<file path="src/rtl/skid_pipeline_arbiter_if.sv">
// Handshake bundle between REQ_COUNT ready/valid requesters, the arbiter and the pipeline input.
// The master view belongs to the arbiter; the slave view belongs to whatever surrounds it.
interface skid_pipeline_arbiter_if #(
   parameter int WORD_WIDTH = 8,
   parameter int REQ_COUNT  = 4
);
   localparam int SRC_W = ($clog2(REQ_COUNT) > 1) ? $clog2(REQ_COUNT) : 1;

   logic [REQ_COUNT-1:0]            req_valid;
   logic [REQ_COUNT-1:0]            req_ready;
   logic [REQ_COUNT*WORD_WIDTH-1:0] req_data;
   logic [REQ_COUNT-1:0]            req_last;
   logic                            pipe_valid;
   logic                            pipe_ready;
   logic [WORD_WIDTH-1:0]           pipe_data;
   logic                            pipe_last;
   logic [SRC_W-1:0]                pipe_source;
   logic                            grant_active;

   modport master (
      input  req_valid, req_data, req_last, pipe_ready,
      output req_ready, pipe_valid, pipe_data, pipe_last, pipe_source, grant_active
   );

   modport slave (
      output req_valid, req_data, req_last, pipe_ready,
      input  req_ready, pipe_valid, pipe_data, pipe_last, pipe_source, grant_active
   );
endinterface

</file>
<file path="src/rtl/skid_pipeline_arbiter.sv">
// Round-robin arbiter that shares one pipeline input among REQ_COUNT requesters, granting whole
// packets (or single words when PACKET_MODE=0) and tagging each word with its source index.
module skid_pipeline_arbiter #(
   parameter int WORD_WIDTH  = 8,
   parameter int REQ_COUNT   = 4,
   parameter bit PACKET_MODE = 1'b1
) (
   input logic                  clock,
   input logic                  clear_n,
   skid_pipeline_arbiter_if.master bus
);
   localparam int SRC_W = ($clog2(REQ_COUNT) > 1) ? $clog2(REQ_COUNT) : 1;
   localparam logic [SRC_W-1:0] LAST_IDX = SRC_W'(REQ_COUNT - 1);

   if (REQ_COUNT < 2) begin : g_count_check
      $error("skid_pipeline_arbiter: REQ_COUNT must be at least 2");
   end

   typedef enum logic {IDLE, GRANTED} state_t;

   state_t           state;
   logic [SRC_W-1:0] grant;
   logic [SRC_W-1:0] rr_ptr;
   logic             granted_q;

   logic [WORD_WIDTH-1:0] word [REQ_COUNT];
   logic                  any_valid;
   logic                  cur_valid;
   logic                  cur_last;
   logic                  xfer;

   for (genvar i = 0; i < REQ_COUNT; i++) begin : g_word
      assign word[i] = bus.req_data[i*WORD_WIDTH +: WORD_WIDTH];
   end

   // Explicit wrap keeps the ring correct for non-power-of-2 requester counts.
   function automatic logic [SRC_W-1:0] next_idx(input logic [SRC_W-1:0] idx);
      return (idx == LAST_IDX) ? '0 : idx + 1'b1;
   endfunction

   function automatic logic [SRC_W-1:0] pick(input logic [SRC_W-1:0]     start,
                                             input logic [REQ_COUNT-1:0] valid);
      logic [SRC_W-1:0] idx;
      logic [SRC_W-1:0] win;
      logic             found;
      idx   = start;
      win   = start;
      found = 1'b0;
      for (int k = 0; k < REQ_COUNT; k++) begin
         if (!found && valid[idx]) begin
            win   = idx;
            found = 1'b1;
         end
         idx = next_idx(idx);
      end
      return win;
   endfunction

   assign any_valid = |bus.req_valid;
   assign cur_valid = (state == GRANTED) && bus.req_valid[grant];
   assign cur_last  = bus.req_last[grant] | ~PACKET_MODE;
   assign xfer      = cur_valid & bus.pipe_ready;

   always_ff @(posedge clock or negedge clear_n) begin
      // NOTE: state registers use non-blocking assignments so every flop samples pre-edge values.
      if (!clear_n) begin
         state     <= IDLE;
         grant     <= '0;
         rr_ptr    <= '0;
         granted_q <= 1'b0;
      end else begin
         case (state)
            IDLE: begin
               if (any_valid) begin
                  grant     <= pick(rr_ptr, bus.req_valid);
                  state     <= GRANTED;
                  granted_q <= 1'b1;
               end
            end
            GRANTED: begin
               // Grant moves only on the transfer of a last word, so a stalled word never changes.
               if (xfer && cur_last) begin
                  rr_ptr <= next_idx(grant);
                  if (any_valid) begin
                     grant <= pick(next_idx(grant), bus.req_valid);
                  end else begin
                     state     <= IDLE;
                     granted_q <= 1'b0;
                  end
               end
            end
            default: begin
               state     <= IDLE;
               granted_q <= 1'b0;
            end
         endcase
      end
   end

   always_comb begin
      // NOTE: every output gets a default first so no path through this block infers a latch.
      bus.pipe_valid  = 1'b0;
      bus.pipe_data   = '0;
      bus.pipe_last   = 1'b0;
      bus.pipe_source = '0;
      bus.req_ready   = '0;
      if (state == GRANTED) begin
         bus.pipe_valid       = cur_valid;
         bus.pipe_data        = word[grant];
         bus.pipe_last        = cur_last;
         bus.pipe_source      = grant;
         bus.req_ready[grant] = bus.pipe_ready;
      end
   end

   assign bus.grant_active = granted_q;
endmodule
</file>
<file path="src/flat_wrapper.sv">
// flat-port wrapper written by rule: the top's interface ports become plain ports
module skid_pipeline_arbiter_flat 
#(
   parameter int WORD_WIDTH  = 8,
   parameter int REQ_COUNT   = 4,
   parameter bit PACKET_MODE = 1'b1
)
  (clock, clear_n, bus_req_valid, bus_req_data, bus_req_last, bus_pipe_ready, bus_req_ready, bus_pipe_valid, bus_pipe_data, bus_pipe_last, bus_pipe_source, bus_grant_active);
  skid_pipeline_arbiter_if #(.WORD_WIDTH(WORD_WIDTH), .REQ_COUNT(REQ_COUNT)) bus_i ();
  input logic clock;
  input logic clear_n;
  input wire logic [$bits(bus_i.req_valid)-1:0] bus_req_valid;
  input wire logic [$bits(bus_i.req_data)-1:0] bus_req_data;
  input wire logic [$bits(bus_i.req_last)-1:0] bus_req_last;
  input wire logic [$bits(bus_i.pipe_ready)-1:0] bus_pipe_ready;
  output wire logic [$bits(bus_i.req_ready)-1:0] bus_req_ready;
  output wire logic [$bits(bus_i.pipe_valid)-1:0] bus_pipe_valid;
  output wire logic [$bits(bus_i.pipe_data)-1:0] bus_pipe_data;
  output wire logic [$bits(bus_i.pipe_last)-1:0] bus_pipe_last;
  output wire logic [$bits(bus_i.pipe_source)-1:0] bus_pipe_source;
  output wire logic [$bits(bus_i.grant_active)-1:0] bus_grant_active;
  assign bus_i.req_valid = bus_req_valid;
  assign bus_i.req_data = bus_req_data;
  assign bus_i.req_last = bus_req_last;
  assign bus_i.pipe_ready = bus_pipe_ready;
  assign bus_req_ready = bus_i.req_ready;
  assign bus_pipe_valid = bus_i.pipe_valid;
  assign bus_pipe_data = bus_i.pipe_data;
  assign bus_pipe_last = bus_i.pipe_last;
  assign bus_pipe_source = bus_i.pipe_source;
  assign bus_grant_active = bus_i.grant_active;
  skid_pipeline_arbiter #(.WORD_WIDTH(WORD_WIDTH), .REQ_COUNT(REQ_COUNT), .PACKET_MODE(PACKET_MODE)) u_core (.clock(clock), .clear_n(clear_n), .bus(bus_i));
endmodule
</file>
<file path="config.mk">
export PLATFORM = sky130hd
export DESIGN_NAME = skid_pipeline_arbiter_flat
export DESIGN_NICKNAME = d
export VERILOG_FILES = /design/src/rtl/skid_pipeline_arbiter_if.sv /design/src/rtl/skid_pipeline_arbiter.sv /design/src/flat_wrapper.sv
export SDC_FILE = /design/constraint.sdc
export NUM_CORES = 1
export LEC_CHECK = 0
export CORE_MARGIN = 8
export CORE_UTILIZATION = 39
export CTS_CLUSTER_DIAMETER = 50
export DETAILED_ROUTE_END_ITERATION = 7
export HOLD_SLACK_MARGIN = 0.06
export PLACE_DENSITY = 0.83
export REMOVE_ABC_BUFFERS = 1
export SLEW_MARGIN = 40
export SYNTH_ARGS = -nofsm -noshare
export SYNTH_HDL_FRONTEND = slang
export SYNTH_SLANG_ARGS = --single-unit
</file>
<file path="constraint.sdc">
create_clock -name clock -period 3.2 [get_ports clock]
set_input_delay 0.48 -clock clock [delete_from_list [all_inputs] [get_ports clock]]
set_output_delay 0.48 -clock clock [all_outputs]
set_load 0.01 [all_outputs]
</file>
==> results of run 1 <==
worst min path at each step:
stage | startpoint | slack [ns] | endpoint | cells after the start
floorplan | clear_n | 0.18 | u_core.bus.grant_active | 0
global placement | u_core.bus.grant_active | 0.46 | u_core.bus.grant_active | 1
detailed placement | u_core.bus.grant_active | 0.46 | u_core.bus.grant_active | 1
CTS | u_core.bus.grant_active | 0.47 | u_core.bus.grant_active | 1
global route | clear_n | 0.49 | u_core.rr_ptr[1] | 1
finish | u_core.bus.grant_active | 0.47 | u_core.bus.grant_active | 1
placed cells by master (no fill, tap or decap), drive strengths merged, types with 2 or more instances in the layout:
cell type	synthesis	final
clkdlybuf4s50	0	59
and2	12	12
mux4	11	11
inv	7	7
nand2	7	7
mux2i	7	7
nor2	6	6
dfrtp	6	6
o21ai	5	5
ha	5	5
and3	4	4
a21oi	4	4
or2	3	3
nor3	3	3
clkbuf	4	3
buf	9	3
nor4	2	2
o311ai	2	2
o22ai	2	2
nor4b	2	2
a2111oi	2	2
o21a	2	2
a22oi	2	2
power groups by stage:
stage	Combinational, mW	Sequential, mW	Clock, mW
after global placement	0.920	0.205	0
after floorplan	0.604	0.180	0
after CTS	0.947	0.207	0.0696
final	0.944	0.207	0.0669
after detailed placement	0.945	0.209	0
after global routing	1.03	0.222	0.0734
state kept, by name (all words and copies together) (netlist names):
signal                   count
u_core.grant                 2
u_core.rr_ptr                2
u_core.bus.grant_active      1
u_core.state                 1
metrics by stage:
stage	hold slack (ns)	cell area [µm²]
2_1_floorplan	0.184	1020
3_3_place_gp	0.456	1670
3_5_place_dp	0.460	1670
4_1_cts	0.471	1700
5_1_grt	0.490	1700
6_report	0.472	1700
cell type report:
cell class	instances	area (µm²)	area share, %
Clock buffer	3	22.5	1.33
Inverter	7	26.3	1.55
Multi-Input combinational cell	95	845	49.8
Sequential cell	6	151	8.92
Tap cell	31	38.8	2.29
Timing Repair Buffer	62	613	36.1
cells by family (layout without fill, tap and decap cells):
kind of cell             count (synthesis)  in the layout  synth area share [%]
AO/OA/AOI/OAI                           27             27                  18.1
adder cells (fa/ha/maj)                  5              5                  5.59
buffers and inverters                   20             72                  11.1
flip-flops                               6              6                  13.4
multiplexers                            19             19                  29.4
AND/OR/NAND/NOR                         44             44                  22.4
layer usage:
layer | track usage (%) | up-vias | share of wire (%)
met5 | 0 | - | 0
li1 | - | 567 | -
met4 | 3.42 | 0 | 0.52
met2 | 22.3 | 76 | 45
met3 | 2.58 | 2 | 8.3
met1 | 19.7 | 573 | 46
==> results_dict.tcl, run 1 <==
set metrics [dict create \
    layout.nets 223 \
    worst_reg_to_reg_cells 7 \
    sw_share_pct 43.0 \
    synth.top_cells.by_area "sky130_fd_sc_hd__mux4_2 (22%), sky130_fd_sc_hd__dfrtp_1 (13%), sky130_fd_sc_hd__and2_1 (6.7%)" \
    synthToLayoutAreaGrowth_pct 51.7 \
    numCtsBuffers 3 \
    synth_enable_flop_cells 0 \
    share_of_power_burned_in_registers_pct 17.0 \
    postCtsHoldBufs 0 \
    finalPower_mw 1.22 \
    final_hold_viol_count 0 \
    timing.critical_path.required_ns 2.72 \
    critical-path-max-stage-delay_ns 0.63 \
    setup.worst_path.start "bus_req_valid[1]" \
    slowest_stage "sky130_fd_sc_hd__clkdlybuf4s50_1" \
    netSwitchingPower_mw 0.524 \
    clk_root_buffer_cell "sky130_fd_sc_hd__clkbuf_4" \
    initial_core_util_pct 40.9 \
    cp_common_cell "sky130_fd_sc_hd__clkdlybuf4s50_1" \
    post_route_cells_drive_above_1_share_pct 15.6 \
    clock_sinks 6 \
    startpoint_of_the_worst_slack_reg_to_reg_timing_path "u_core.rr_ptr[0]" \
    combPwrFrac_pct 77.5 \
    pre_cts_ws_ns 0.249 \
    min_path_type "reg -> reg" \
    top_level_ports 60 \
    peakVddDrop_mv 0.547 \
    power_per_cell_area_mw_per_mm2 718 \
    clockBufferDepth 2 \
    maxClockFrequency_ghz 0.359 \
    placement.io_buffers 59 \
    p_int_mw 0.694 \
    crit_path_cell_trace "clkdlybuf4s50_1 -> mux4_2 -> and2_1 -> clkdlybuf4s50_1" \
    clk-insertion-delay-late_ns 0.24 \
    fillCellCount 237 \
    maximum_fanout_along_the_worst_path 14 \
    synth.yosys.seq_area_share_pct 13.4 \
    critical_path.endpoint_type "output pin" \
    synth_cell_types 40 \
    crit_path_start_kind "input port" \
    synth.cell_area_mm2 0.00112 \
    postSynthAreaPerCell_um2 9.24 \
    hpwlAfterDp_um 3010 \
    route.antenna.remaining_nets 0 \
    setup.reg_to_reg.worst_slack_ns 0.51 \
    relSlewSlack_pct 61.2 \
    grt_max_degree 23 \
    final.setup_skew_ns 0.00241 \
    placementRows 19 \
    die_w_um 69.6 \
    clock_power_share_pct 5.5 \
    drtIter0Drc 83 \
    maxCapViolCount 0 \
    yosysMostFrequentCell "sky130_fd_sc_hd__and2_1" \
    fin_crit_ns 2.79 \
    post_synth_most_frequent_cells "sky130_fd_sc_hd__and2_1 (12), sky130_fd_sc_hd__mux4_2 (11), sky130_fd_sc_hd__inv_1 (7), sky130_fd_sc_hd__mux2i_1 (7), sky130_fd_sc_hd__nand2_1 (7)" \
    worst-setup-path-type "in -> out" \
    avgViaCountPerCell 5.97 \
    remaining_global_route_overflow 0 \
    firstDrtPassIters 4 \
    num_vias 1218 \
    ys.flop_type "sky130_fd_sc_hd__dfrtp_1" \
    path_clk_slew_ns 0.04 \
    leakage_nw 0.658 \
    layout_setup_ws_ns 0.411 \
    rsz_0062_raised_after_global_routing "no" \
    final_min_period_over_clock_period_pct 87.1 \
    antenna_cells 0 \
    grt_antenna_before_repair 0 \
    critical_path.n_buffers_inverters 2 \
    route.detailed.drc 0 \
    design.die.area_mm2 0.00484 \
    critical_path_depth 4 \
    finalSetupViolations 0 \
    cts-htree-levels 1 \
    grt_first_pass_wirelength_um 5890 \
    drt_wl_total_um 3660 \
    worst_pin_slew_ns 0.582 \
    design.core.area_mm2 0.00273 \
    arrival_ns 2.31 \
    setup-tns-final_ns 0 \
    grt_usage_pct 14.3 \
    finish.cell_count_without_fillers 204 \
    tritoncts "yes" \
    cts.repair.resized 0 \
    endpoint "bus_pipe_valid" \
    status "completed" \
    final_max_slew_viol_count 0 \
    worst_path_dominant_cell_family "buffers and inverters" \
    via_count_of_the_first_global_routing_pass 1163 \
    die_height_um 69.6 \
    postSynthRegisterBits 6 \
    routabilityCongestion 0.964 \
    async_flop_share_pct 100 \
    yosysTopAreaCellShare_pct 22.1 \
    drt-wirelength-per-cell_um 17.9 \
    yosysWarningCount 0 \
    final_core_util_pct 62.1 \
    placed_cell_count 201 \
    synth_area_leader "sky130_fd_sc_hd__mux4_2" \
    critical_path.reg2reg.endpoint "u_core.grant[0]" \
    cts_post_setup_buffers_inserted 0 \
    postSynthCellCount 121 \
]
No activity file was read; power rests on OpenSTA's default activity.
==> run 2, diff against run 1 <==
- CELL_PAD_IN_SITES_DETAIL_PLACEMENT: not set -> 2
- CELL_PAD_IN_SITES_GLOBAL_PLACEMENT: not set -> 2
- CORE_UTILIZATION: 39 -> 22
- PLACE_DENSITY: 0.83 -> 0.84
==> results_dict.tcl, run 2 (synthesized netlist as in run 1, its figures left out) <==
set metrics [dict create \
    grt_first_pass_wirelength_um 7970 \
    worst_pin_slew_ns 0.642 \
    cp_common_cell "sky130_fd_sc_hd__clkdlybuf4s50_1" \
    biggestRegsByFlops "u_core.grant x2, u_core.rr_ptr x2" \
    post_route_cells_drive_above_1_share_pct 16.6 \
    postCtsHoldBufs 0 \
    layout_common_cells "sky130_fd_sc_hd__clkdlybuf4s50_1 (59), sky130_fd_sc_hd__and2_1 (12), sky130_fd_sc_hd__mux4_2 (11)" \
    mostFrequentLayoutCell "sky130_fd_sc_hd__clkdlybuf4s50_1" \
    antenna_cells 0 \
    finalPower_mw 1.34 \
    drtIter0Drc 32 \
    final_hold_viol_count 0 \
    placementRows 26 \
    clock_power_share_pct 8.7 \
    maxClockFrequency_ghz 0.358 \
    worst-setup-path-type "in -> out" \
    placed_cell_count 242 \
    final_max_slew_viol_count 0 \
    remaining_global_route_overflow 0 \
    power_per_cell_area_mw_per_mm2 751 \
    grt_usage_pct 13.1 \
    drt_wl_total_um 4860 \
    initial_core_util_pct 22.3 \
    clock_sinks 6 \
    path_clk_slew_ns 0.04 \
    leakage_nw 0.676 \
    sw_share_pct 44.1 \
    crit_path_start_kind "input port" \
    firstDrtPassIters 4 \
    status "completed" \
    clockBufferDepth 2 \
    final.setup_skew_ns 0.00176 \
    slowest_stage "sky130_fd_sc_hd__clkdlybuf4s50_1" \
    arrival_ns 2.32 \
    finalSetupViolations 0 \
    maxCapViolCount 0 \
    p_int_mw 0.748 \
    critical_path.endpoint_type "output pin" \
    design.die.area_mm2 0.00762 \
    die_height_um 87.3 \
    share_of_power_burned_in_registers_pct 14.8 \
    route.detailed.drc 0 \
    die_w_um 87.3 \
    finish.cell_count_without_fillers 245 \
    hpwlAfterDp_um 4010 \
    top_level_ports 60 \
    clk_root_buffer_cell "sky130_fd_sc_hd__clkbuf_8" \
    drt-wirelength-per-cell_um 19.8 \
    grt_antenna_before_repair 0 \
    crit_path_cell_trace "clkdlybuf4s50_1 -> mux4_2 -> and2_1 -> clkdlybuf4s50_1" \
    cts-htree-levels 1 \
    grt_max_degree 23 \
    worst_path_dominant_cell_family "buffers and inverters" \
    netSwitchingPower_mw 0.589 \
    numCtsBuffers 3 \
    fin_crit_ns 2.80 \
    setup-tns-final_ns 0 \
    placement.io_buffers 59 \
    relSlewSlack_pct 57.2 \
    critical_path.n_buffers_inverters 2 \
    tritoncts "yes" \
    num_vias 1257 \
    synthToLayoutAreaGrowth_pct 59.1 \
    final_min_period_over_clock_period_pct 87.4 \
    peakVddDrop_mv 0.221 \
    design.core.area_mm2 0.00501 \
    min_path_type "reg -> reg" \
    combPwrFrac_pct 76.6 \
    route.antenna.remaining_nets 0 \
    via_count_of_the_first_global_routing_pass 1469 \
    avgViaCountPerCell 5.13 \
    cts.repair.resized 0 \
    clk-insertion-delay-late_ns 0.22 \
    critical-path-max-stage-delay_ns 0.63 \
    maximum_fanout_along_the_worst_path 14 \
    routabilityCongestion 0.902 \
    rsz_0062_raised_after_global_routing "no" \
    timing.critical_path.required_ns 2.72 \
    cts_post_setup_buffers_inserted 0 \
    layout.nets 225 \
]
run 2: cell count changes in the layout (fill, tap and decap cells not counted), sizes merged:
| cell | delta |
|---|---|
| buf | +2 |
run 2: final timing paths:
| path | slack, ns | end | cells after the start | startpoint |
|---|---|---|---|---|
| max | 0.40 | bus_pipe_valid | 4 | bus_req_valid[1] |
| min | 0.47 | u_core.bus.grant_active | 1 | u_core.bus.grant_active |
| max reg2reg | 0.43 | u_core.grant[0] | 7 | u_core.rr_ptr[1] |
| min reg2reg | 0.47 | u_core.bus.grant_active | 1 | u_core.bus.grant_active |
| max in group asynchronous | 2.44 | u_core.grant[0] | 1 | clear_n |
| min in group asynchronous | 0.51 | u_core.grant[1] | 1 | clear_n |
run 2: metrics by stage:
step / hold WS, ns / instance area, µm² / setup slack (ns) / utilization [%]
after detailed placement: 0.459 / 1740 / 0.220 / 34.7
after global placement: 0.457 / 1740 / 0.310 / 34.7
after CTS: 0.473 / 1780 / 0.340 / 35.5
after floorplan: 0.184 / 1020 / 0.802 / -
after global routing: 0.485 / 1780 / 0.265 / 35.5
final: 0.468 / 1780 / 0.404 / 35.5
run 2: layout make-up:
| cell class | instances | area (µm²) |
|---|---|---|
| Inverter | 7 | 26.3 |
| Tap cell | 70 | 87.6 |
| Fill cell | 577 | 3230 |
| Multi-Input combinational cell | 95 | 845 |
| Clock buffer | 3 | 41.3 |
| Timing Repair Buffer | 64 | 628 |
| Sequential cell | 6 | 151 |
run 2: power groups by stage:
stage                     sequential [mW]  clock (mW)  combinational (mW)
after floorplan                     0.180           0               0.604
after global placement              0.193           0               0.975
after detailed placement            0.198           0                1.03
after CTS                           0.198       0.118                1.03
after global routing                0.211       0.123                1.12
final                               0.197       0.116                1.02
run 2: worst register-to-register path, cell delays in order, from the launching register on:
cell,delay (ns)
sky130_fd_sc_hd__dfrtp_1,0.47
sky130_fd_sc_hd__ha_1,0.62
sky130_fd_sc_hd__mux2i_1,0.36
sky130_fd_sc_hd__mux2i_1,0.17
sky130_fd_sc_hd__a2111oi_2,0.31
sky130_fd_sc_hd__mux2i_1,0.27
sky130_fd_sc_hd__a2111oi_2,0.07
sky130_fd_sc_hd__o32a_2,0.38
run 2: per-layer routing:
metal  global-route usage, %  up-vias  wire length [µm]  part of all wire, %
li1                        -      568                 -                    -
met1                    14.7      630              1980                   41
met2                    23.2       55              2330                   48
met3                    3.49        4               492                   10
met4                    4.06        0                54                  1.1
met5                       0        -                 0                    0
